### config.mk
export PLATFORM = sky130hd
export DESIGN_NAME = calc_driver_flat
export DESIGN_NICKNAME = d
export VERILOG_FILES = /design/src/rtl/calc_pkg.sv /design/src/rtl/calc_driver_if.sv /design/src/rtl/calc_vec_rom.sv /design/src/rtl/calc_driver.sv /design/src/flat_wrapper.sv
export SDC_FILE = /design/constraint.sdc
export NUM_CORES = 1
export LEC_CHECK = 0
export ABC_CLOCK_PERIOD_IN_PS = 8900
export CORE_MARGIN = 2
export CORE_UTILIZATION = 44
export CTS_BUF_LIST = sky130_fd_sc_hd__clkbuf_8 sky130_fd_sc_hd__clkbuf_16
export DETAILED_ROUTE_END_ITERATION = 8
export GPL_TIMING_DRIVEN = 0
export HOLD_SLACK_MARGIN = 0.15
export PLACE_DENSITY = 0.76
export SETUP_SLACK_MARGIN = 0.05
export SYNTH_ARGS = -nofsm -noshare
export SYNTH_HDL_FRONTEND = slang
export SYNTH_HIERARCHICAL = 1
export SYNTH_SLANG_ARGS = --single-unit
### constraint.sdc
create_clock -name clk -period 8.9 [get_ports clk]
set_input_delay 1.78 -clock clk [delete_from_list [all_inputs] [get_ports clk]]
set_output_delay 1.78 -clock clk [all_outputs]
set_load 0.02 [all_outputs]
### src/rtl/calc_pkg.sv
// rtl/calc_pkg.sv - shared op codes and vector record layout for the calc self-test driver
package calc_pkg;

   localparam logic [2:0] OP_AND = 3'b000;
   localparam logic [2:0] OP_OR  = 3'b001;
   localparam logic [2:0] OP_ADD = 3'b010;
   localparam logic [2:0] OP_SUB = 3'b011;
   localparam logic [2:0] OP_SLT = 3'b100;
   localparam logic [2:0] OP_SLL = 3'b101;
   localparam logic [2:0] OP_SRA = 3'b110;
   localparam logic [2:0] OP_XOR = 3'b111;

   localparam int VEC_W = 35;

   typedef struct packed {
      logic [2:0]  op;
      logic [15:0] sw;
      logic [15:0] exp;
   } vec_t;

endpackage

### src/rtl/calc_driver_if.sv
// rtl/calc_driver_if.sv - button/switch/led bundle between the driver and the calc block
interface calc_driver_if;

   logic [15:0] led;
   logic        btnu;
   logic        btnl;
   logic        btnc;
   logic        btnr;
   logic        btnd;
   logic [15:0] sw;

   modport master (input led, output btnu, btnl, btnc, btnr, btnd, sw);
   modport slave  (output led, input btnu, btnl, btnc, btnr, btnd, sw);

endinterface

### src/rtl/calc_vec_rom.sv
// rtl/calc_vec_rom.sv - combinational table of ALU vectors, zero beyond the last entry
module calc_vec_rom
   import calc_pkg::*;
#(
   parameter int NUM_VEC = 9,
   parameter int IDX_W   = 4
) (
   input  logic [IDX_W-1:0] idx,
   output vec_t             vec
);

   // Expected values chain: each entry assumes the accumulator left by the previous one.
   always_comb begin
      vec = '0;
      if (int'(idx) < NUM_VEC) begin
         case (int'(idx))
            0: vec = {OP_ADD, 16'h354a, 16'h354a};
            1: vec = {OP_SUB, 16'h1234, 16'h2316};
            2: vec = {OP_OR,  16'h1001, 16'h3317};
            3: vec = {OP_AND, 16'hf0f0, 16'h3010};
            4: vec = {OP_XOR, 16'h1fa2, 16'h2fb2};
            5: vec = {OP_ADD, 16'h6aa2, 16'h9a54};
            6: vec = {OP_SLL, 16'h0004, 16'ha540};
            7: vec = {OP_SRA, 16'h0001, 16'hd2a0};
            8: vec = {OP_SLT, 16'h46ff, 16'h0001};
            default: vec = '0;
         endcase
      end
   end

endmodule

### src/rtl/calc_driver.sv
// rtl/calc_driver.sv - resets calc, replays the vector table and tallies mismatches on led
module calc_driver
   import calc_pkg::*;
#(
   parameter int NUM_VEC       = 9,
   parameter int RST_CYCLES    = 2,
   parameter int SETUP_CYCLES  = 1,
   parameter int SETTLE_CYCLES = 2
) (
   input  logic                clk,
   input  logic                rst,
   input  logic                start,
   calc_driver_if.master       calc,
   output logic                busy,
   output logic                done,
   output logic                pass,
   output logic [7:0]          err_count,
   output logic [3:0]          fail_idx
);

   localparam int IDX_W = (NUM_VEC > 1) ? $clog2(NUM_VEC) : 1;
   localparam int CNT_W = 8;

   localparam logic [2:0] S_IDLE   = 3'd0;
   localparam logic [2:0] S_RESET  = 3'd1;
   localparam logic [2:0] S_SETUP  = 3'd2;
   localparam logic [2:0] S_STROBE = 3'd3;
   localparam logic [2:0] S_SETTLE = 3'd4;
   localparam logic [2:0] S_CHECK  = 3'd5;
   localparam logic [2:0] S_DONE   = 3'd6;

   localparam logic [CNT_W-1:0] RST_LAST    = CNT_W'(RST_CYCLES - 1);
   localparam logic [CNT_W-1:0] SETUP_LAST  = CNT_W'(SETUP_CYCLES - 1);
   localparam logic [CNT_W-1:0] SETTLE_LAST = CNT_W'(SETTLE_CYCLES - 1);
   localparam logic [IDX_W-1:0] IDX_LAST    = IDX_W'(NUM_VEC - 1);

   logic [2:0]       state;
   logic [CNT_W-1:0] cnt;
   logic [IDX_W-1:0] idx;
   logic [IDX_W-1:0] rom_idx;
   vec_t             rom_vec;
   logic [2:0]       op_q;
   logic [15:0]      sw_q;
   logic [15:0]      exp_q;
   logic             mismatch;

   // In CHECK the ROM already looks one entry ahead so the next SETUP can load from it.
   assign rom_idx  = (state == S_CHECK) ? IDX_W'(idx + 1'b1) : idx;
   assign mismatch = (calc.led != exp_q);

   calc_vec_rom #(.NUM_VEC(NUM_VEC), .IDX_W(IDX_W)) u_rom (
      .idx (rom_idx),
      .vec (rom_vec)
   );

   always_ff @(posedge clk or posedge rst) begin
      if (rst) begin
         state     <= S_IDLE;
         cnt       <= '0;
         idx       <= '0;
         op_q      <= '0;
         sw_q      <= '0;
         exp_q     <= '0;
         err_count <= '0;
         fail_idx  <= '0;
         pass      <= 1'b0;
      end else begin
         case (state)
            S_IDLE, S_DONE: begin
               if (start) begin
                  state     <= S_RESET;
                  cnt       <= '0;
                  idx       <= '0;
                  err_count <= '0;
                  fail_idx  <= '0;
                  pass      <= 1'b0;
               end
            end
            S_RESET: begin
               if (cnt == RST_LAST) begin
                  state <= S_SETUP;
                  cnt   <= '0;
                  op_q  <= rom_vec.op;
                  sw_q  <= rom_vec.sw;
                  exp_q <= rom_vec.exp;
               end else begin
                  cnt <= cnt + 1'b1;
               end
            end
            S_SETUP: begin
               if (cnt == SETUP_LAST) begin
                  state <= S_STROBE;
                  cnt   <= '0;
               end else begin
                  cnt <= cnt + 1'b1;
               end
            end
            S_STROBE: begin
               state <= S_SETTLE;
               cnt   <= '0;
            end
            S_SETTLE: begin
               if (cnt == SETTLE_LAST) begin
                  state <= S_CHECK;
                  cnt   <= '0;
               end else begin
                  cnt <= cnt + 1'b1;
               end
            end
            S_CHECK: begin
               if (mismatch) begin
                  if (err_count != 8'hff) err_count <= err_count + 8'd1;
                  if (err_count == 8'd0)  fail_idx  <= 4'(idx);
               end
               if (idx == IDX_LAST) begin
                  state <= S_DONE;
                  op_q  <= '0;
                  sw_q  <= '0;
                  pass  <= (err_count == 8'd0) && !mismatch;
               end else begin
                  state <= S_SETUP;
                  cnt   <= '0;
                  idx   <= idx + 1'b1;
                  op_q  <= rom_vec.op;
                  sw_q  <= rom_vec.sw;
                  exp_q <= rom_vec.exp;
               end
            end
            default: state <= S_IDLE;
         endcase
      end
   end

   assign busy = (state == S_RESET) || (state == S_SETUP) || (state == S_STROBE) ||
                 (state == S_SETTLE) || (state == S_CHECK);
   assign done = (state == S_DONE);

   assign calc.btnu = (state == S_RESET);
   assign calc.btnd = (state == S_STROBE);
   assign {calc.btnl, calc.btnc, calc.btnr} = op_q;
   assign calc.sw   = sw_q;

endmodule
### src/flat_wrapper.sv
// flat-port wrapper written by rule: the top's interface ports become plain ports
module calc_driver_flat import calc_pkg::*;
#(
   parameter int NUM_VEC       = 9,
   parameter int RST_CYCLES    = 2,
   parameter int SETUP_CYCLES  = 1,
   parameter int SETTLE_CYCLES = 2
)
  (clk, rst, start, busy, done, pass, err_count, fail_idx, calc_led, calc_btnu, calc_btnl, calc_btnc, calc_btnr, calc_btnd, calc_sw);
  calc_driver_if calc_i ();
  input  logic clk;
  input  logic rst;
  input  logic start;
  output logic busy;
  output logic done;
  output logic pass;
  output logic [7:0] err_count;
  output logic [3:0] fail_idx;
  input wire logic [$bits(calc_i.led)-1:0] calc_led;
  output wire logic [$bits(calc_i.btnu)-1:0] calc_btnu;
  output wire logic [$bits(calc_i.btnl)-1:0] calc_btnl;
  output wire logic [$bits(calc_i.btnc)-1:0] calc_btnc;
  output wire logic [$bits(calc_i.btnr)-1:0] calc_btnr;
  output wire logic [$bits(calc_i.btnd)-1:0] calc_btnd;
  output wire logic [$bits(calc_i.sw)-1:0] calc_sw;
  assign calc_i.led = calc_led;
  assign calc_btnu = calc_i.btnu;
  assign calc_btnl = calc_i.btnl;
  assign calc_btnc = calc_i.btnc;
  assign calc_btnr = calc_i.btnr;
  assign calc_btnd = calc_i.btnd;
  assign calc_sw = calc_i.sw;
  calc_driver #(.NUM_VEC(NUM_VEC), .RST_CYCLES(RST_CYCLES), .SETUP_CYCLES(SETUP_CYCLES), .SETTLE_CYCLES(SETTLE_CYCLES)) u_core (.clk(clk), .rst(rst), .start(start), .calc(calc_i), .busy(busy), .done(done), .pass(pass), .err_count(err_count), .fail_idx(fail_idx));
endmodule
* Yosys cells after proc, flatten, opt, wreduce, memory -nomap -nowiden *
Memory sizes are Yosys's and may differ from the RTL's.
Index checks and enable logic that the tools add are counted.

storage, ports and cells
  flip-flop bits (word level) = 63
  memory bits (read-only) = 560
  bits of input ports = 19
  output and inout bits = 36
  logic and storage cells = 89
  memories kept = 1

memories
  name              words  bits a word  rd ports  clocked after memory_dff  wr ports  line                text
  (name not given)  16     35           1         0                         0         calc_vec_rom.sv:16  case (int'(idx))

cells by class
  add/subtract/negate cells = 3
  order comparisons = 1
  eq/ne operators = 19
  multiplexer cells = 34
  reductions and logical operators = 22

operator list
  kind                                                    number
  two-way mux 16 bit                                      4
  case mux 16 bit (2 select lines)                        2
  two-way mux 8 bit                                       6
  case mux 8 bit (5 select lines)                         1
  two-way mux 35 bit                                      1
  two-way mux 3 bit                                       7
  two-way mux 4 bit                                       5
  case mux 3 bit (6 select lines)                         1
  adder 8 x 1 -> 8 bit (second input constant)            2
  logical NOT 8 bit                                       2
  inequality test 16 bit                                  1
  case mux 4 bit (2 select lines)                         2
  case mux 8 bit (2 select lines)                         1
  AND reduction 3 bit                                     4
  AND reduction 4 bit                                     3
  inequality test 2 bit (second input constant)           5
  equality test 3 bit (second input constant)             3
  equality test 8 x 1 -> 1 bit (second input constant)    1
  inequality test 2 x 1 -> 1 bit (second input constant)  4
  inequality test 8 bit (second input constant)           1
  equality test 3 x 2 -> 1 bit (second input constant)    2
  case mux 3 bit (2 select lines)                         1
  nonzero test 5 bit                                      1
  adder 4 x 1 -> 4 bit (second input constant)            1
  other kinds (12)                                        18

* Logic depth before layout (Yosys ltp) *
  depth after elaboration = 6
  depth in mapped cells = 14
  mapped depth without buffers = 12

* Modules after synthesis *
Netlist, hierarchy kept.

by module, submodules not included
  module        times used  cells each  area an instance (um^2)  sequential area each (um^2)
  calc_driver   1           351         3367.0                   1576.5
  calc_vec_rom  1           80          488.0                    0.0

* Least setup slack after synthesis *
No wires, ideal clock.

  path type = in2reg
  start = input calc_led[9]
  end = register u_core.fail_idx[0]
  arrival time = 3.034 ns
  data required time = 8.772 ns
  setup slack = 5.738 ns
  stages on the path = 6
  cells stage by stage = xor2_1 -> nor4_2 -> nand3_1 -> nor4_4 -> a211oi_1 -> mux2_1

on the way
  cells in the longest elaborated chain, start to end = 3

ends and longest elaborated chain
  element                                   line                text
  start: declaration                        flat_wrapper.sv:19  input wire logic [$bits(calc_i.led)-1:0] calc_led;
  inequality test 16 bit                    calc_driver.sv:49   assign mismatch = (calc.led != exp_q);
  inequality test 2 x 1 -> 1 bit (no line)  n/a
  AND reduction 4 bit (no line)             n/a
  end signal: assignment                    calc_driver.sv:113  if (err_count == 8'd0) fail_idx <= 4'(idx);
  end: declaration                          calc_driver.sv:18   output logic [3:0] fail_idx

No other way between the ends.
A chain may end at the register's enable or synchronous reset.

* Worst setup path after layout *
  start = register u_core.state[1]
  end = output calc_btnu

on the way
  cells in the longest elaborated chain, start to end = 1

ends and longest elaborated chain
  element                       line                text
  start: declaration            calc_driver.sv:37   logic [2:0] state;
  start signal: assignment      calc_driver.sv:58   state <= S_IDLE;
  start signal: assignment      calc_driver.sv:71   state <= S_RESET;
  start signal: assignment      calc_driver.sv:81   state <= S_SETUP;
  equality test 3 x 1 -> 1 bit  calc_driver.sv:138  assign calc.btnu = (state == S_RESET);
  end: declaration              flat_wrapper.sv:20  output wire logic [$bits(calc_i.btnu)-1:0] calc_btnu;

No other way between the ends.

==> impl_results.md <==
* Status: finished clean
* Startpoint types: flop
* Critical Path Sink Type: output port
* Nets@finish at 533
* Max cap viols at 0
* Layout cells sized above 1 at 13.1%
* DR vias/cell at 5.38
* Site Rows at 34
* Syn nets at 467
* DRT antenna net count at 0
* Sequential fraction of the synthesis area at 40.9%
* DP HPWL at 6.22 mm
* Die height at 97.6 um
* Top-count cell post-synth: nand2_1
* Largest net degree at the start of global routing at 42
* Deepest clock path buffer count at 2
* Fill cells at 788
* Post-CTS setup buffers at 0
* Cts hold-fix bufs at 0
* Initial drt markers at 149
* Hold violation total from the final report at 0
* First-pass GRT wire length at 14.0 mm
* H-tree depth at 3
* Clk_lat worst skew at 0.34 ns
* Post-CTS sizing at 0
* Slowest CP cell: clkdlybuf4s50_1
* Drt drc at 0
* Drt pass-1 iters at 5
* GP Congestion at 0.884
* Placed instance area at 4550 um^2
* Critical Path Fanout Max at 7
* Pwr/cell area at 289 nW/um^2
* Crit path DAT at 2.03 ns
* Unique cell type count in the Yosys netlist at 57
* # diodes at 0
* Largest cells by area after synthesis: dfrtp_1 (41%), nand2_1 (6.5%), ha_1 (5.5%)
* Clk sinks at 63
* Crit path required time at 7.12 ns
* Chip Width at 97.6 um
* WL final at 8.27 mm
* CTS Root Cell: clkbuf_8
* Vias in the first global route at 3,086
* Pleak at 2.08 nW
* Initial Utilization at 44.9%
* Finished Cell Area at 4740 um^2
* Placed insts at 594
* CP max stage delay at 0.67 ns
* Slew margin rel. at 33.4%
* Final setup viols at 0
* Synth-to-layout area growth at 23.0%
* IO buf count at 54
* Skew final at 0.00418 ns
* Post-synth ARST share at 100%
* Ys Warns at 6
* Clock slew at reported path FFs at 0.07 ns
* Yosys top cell area share at 40.9%
* Hold Crit Class: reg2reg
* Crit Path Class: reg2out
* Yosys reg bits at 63
* Initial antenna violation count at 0
* CTS tree: yes
* Worst VDD drop at 0.000143 V
* Fmax at 263 MHz
* RSZ-0062 raised after global routing: no
* Crit share post-route at 42.8%
* Core Area at 8590 um^2
* Commonest cells in the netlist: nand2_1 (67), dfrtp_1 (63), a21oi_1 (39), nor2_1 (37), o21ai_0 (20)
* Layout Cells excl Fill at 610
* Syn Inst Count at 431
* GRT Util Overall at 17.7%
* Yosys top cell by area: dfrtp_1
* IO Count at 55
* Vias at 3,279
* Minimum clock period at 3.81 ns
* Cts bufs inserted at 9
* Total Neg Setup Slack at 0 ns
* WL/cell at 13.6 um
* Max-slew violations at 0
* Top_reg_cell synth: dfrtp_1
* DIE AREA at 9530 um^2
* Worst Tran Pin Value at 0.989 ns
* Grt ovf at 0
* Post-synth EDFFs at 0
* Mapped Area at 3850 um^2
* Cells along the critical path: nor2b_2 > nor2b_1 > clkdlybuf4s50_1
* Avg Cell Area, Syn at 8.94 um^2
-- report_power, final --
group | total, mW | switching [mW] | internal [mW]
Sequential | 0.423 | 0.0614 | 0.362
Clock | 0.241 | 0.108 | 0.133
Combinational | 0.704 | 0.401 | 0.303
-- area by class of cell --
class / instances / area [um^2] / area share, %
buffer: 23 / 144 / 3.04
multi-input combinational: 325 / 2060 / 43.4
tap: 108 / 135 / 2.85
timing repair buffer: 55 / 561 / 11.8
inverter: 20 / 75.1 / 1.58
clock inverter: 6 / 52.6 / 1.11
sequential: 63 / 1580 / 33.3
clock buffer: 10 / 138 / 2.90
-- state kept, by name (all words and copies together), names as in the netlist --
register and count:
u_core/fail_idx 4, u_core/cnt 8, u_core/op_q 3, u_core/idx 4, u_core/calc.sw 16, u_core/state 3, u_core/exp_q 16, u_core/pass 1
u_core/err_count 8
-- worst max-delay path, delay by kind of cell (launching register included) --
family                 cells  cell delay (ns)
buffers and inverters      1             0.67
AND/OR/NAND/NOR            2             0.58
flip-flops                 1             0.44
-- per-stage QoR --
| stage | util (%) | worst slack, ns | hold slack (ns) | power (mW) |
|---|---|---|---|---|
| 2_1_floorplan | - | 5.55 | 0.501 | 0.906 |
| 3_3_place_gp | 52.7 | 4.45 | 0.499 | 1.12 |
| 3_5_place_dp | 53.0 | 5.08 | 0.508 | 1.13 |
| 4_1_cts | 55.2 | 5.06 | 0.523 | 1.38 |
| 5_1_grt | 55.2 | 4.98 | 0.534 | 1.47 |
| 6_report | 55.2 | 5.09 | 0.513 | 1.37 |
-- final timing paths --
kind	start	endpoint	slack, ns	depth (start not counted)
max reg2reg	u_core/state[0]	u_core/calc.sw[6]	5.37	12
min reg2reg	u_core/pass	u_core/pass	0.51	1
max	u_core/state[1]	calc_btnu	5.09	3
min in group asynchronous	rst	u_core/calc.sw[1]	1.78	2
min	u_core/pass	u_core/pass	0.51	1
max in group asynchronous	rst	u_core/cnt[6]	6.53	3
-- metal layers --
layer,share of wire [%],global-route usage [%],up-vias
met5,0,0,-
met4,1.4,6.84,0
met3,3.4,3.17,12
met2,49,29.0,70
met1,46,23.3,1581
li1,-,-,1616
-- cell usage in the layout (no fill, tap or decap), types with 5 or more instances in the layout --
cell type        count
nor2_1              37
inv_2                5
a21oi_1             39
clkbuf_8            10
xor2_1              14
dfrtp_1             63
clkbuf_1             8
nand2b_1             8
nand2_1             67
mux2i_1              5
and3_1               6
o21ai_0             20
o21ai_1              8
clkdlybuf4s50_1     54
nor3_1               7
nor2b_1              7
o22a_1               5
mux2_2              17
inv_1               17
ha_1                17
buf_6                5
nand3_1             13
-- cell families (layout without fill, tap and decap cells) --
logic type,Yosys count,after routing,share of synthesized area [%]
AOI/OAI and AO/OA,97,97,15.2
and+or+nand+nor,170,170,22.0
DFF,63,63,40.9
muxes,23,23,6.56
adders and majority gates,17,17,5.52
xor gates and xnor gates,18,18,4.09
buffers and inverters,43,114,5.68
Power figures use the tool's default switching activity.
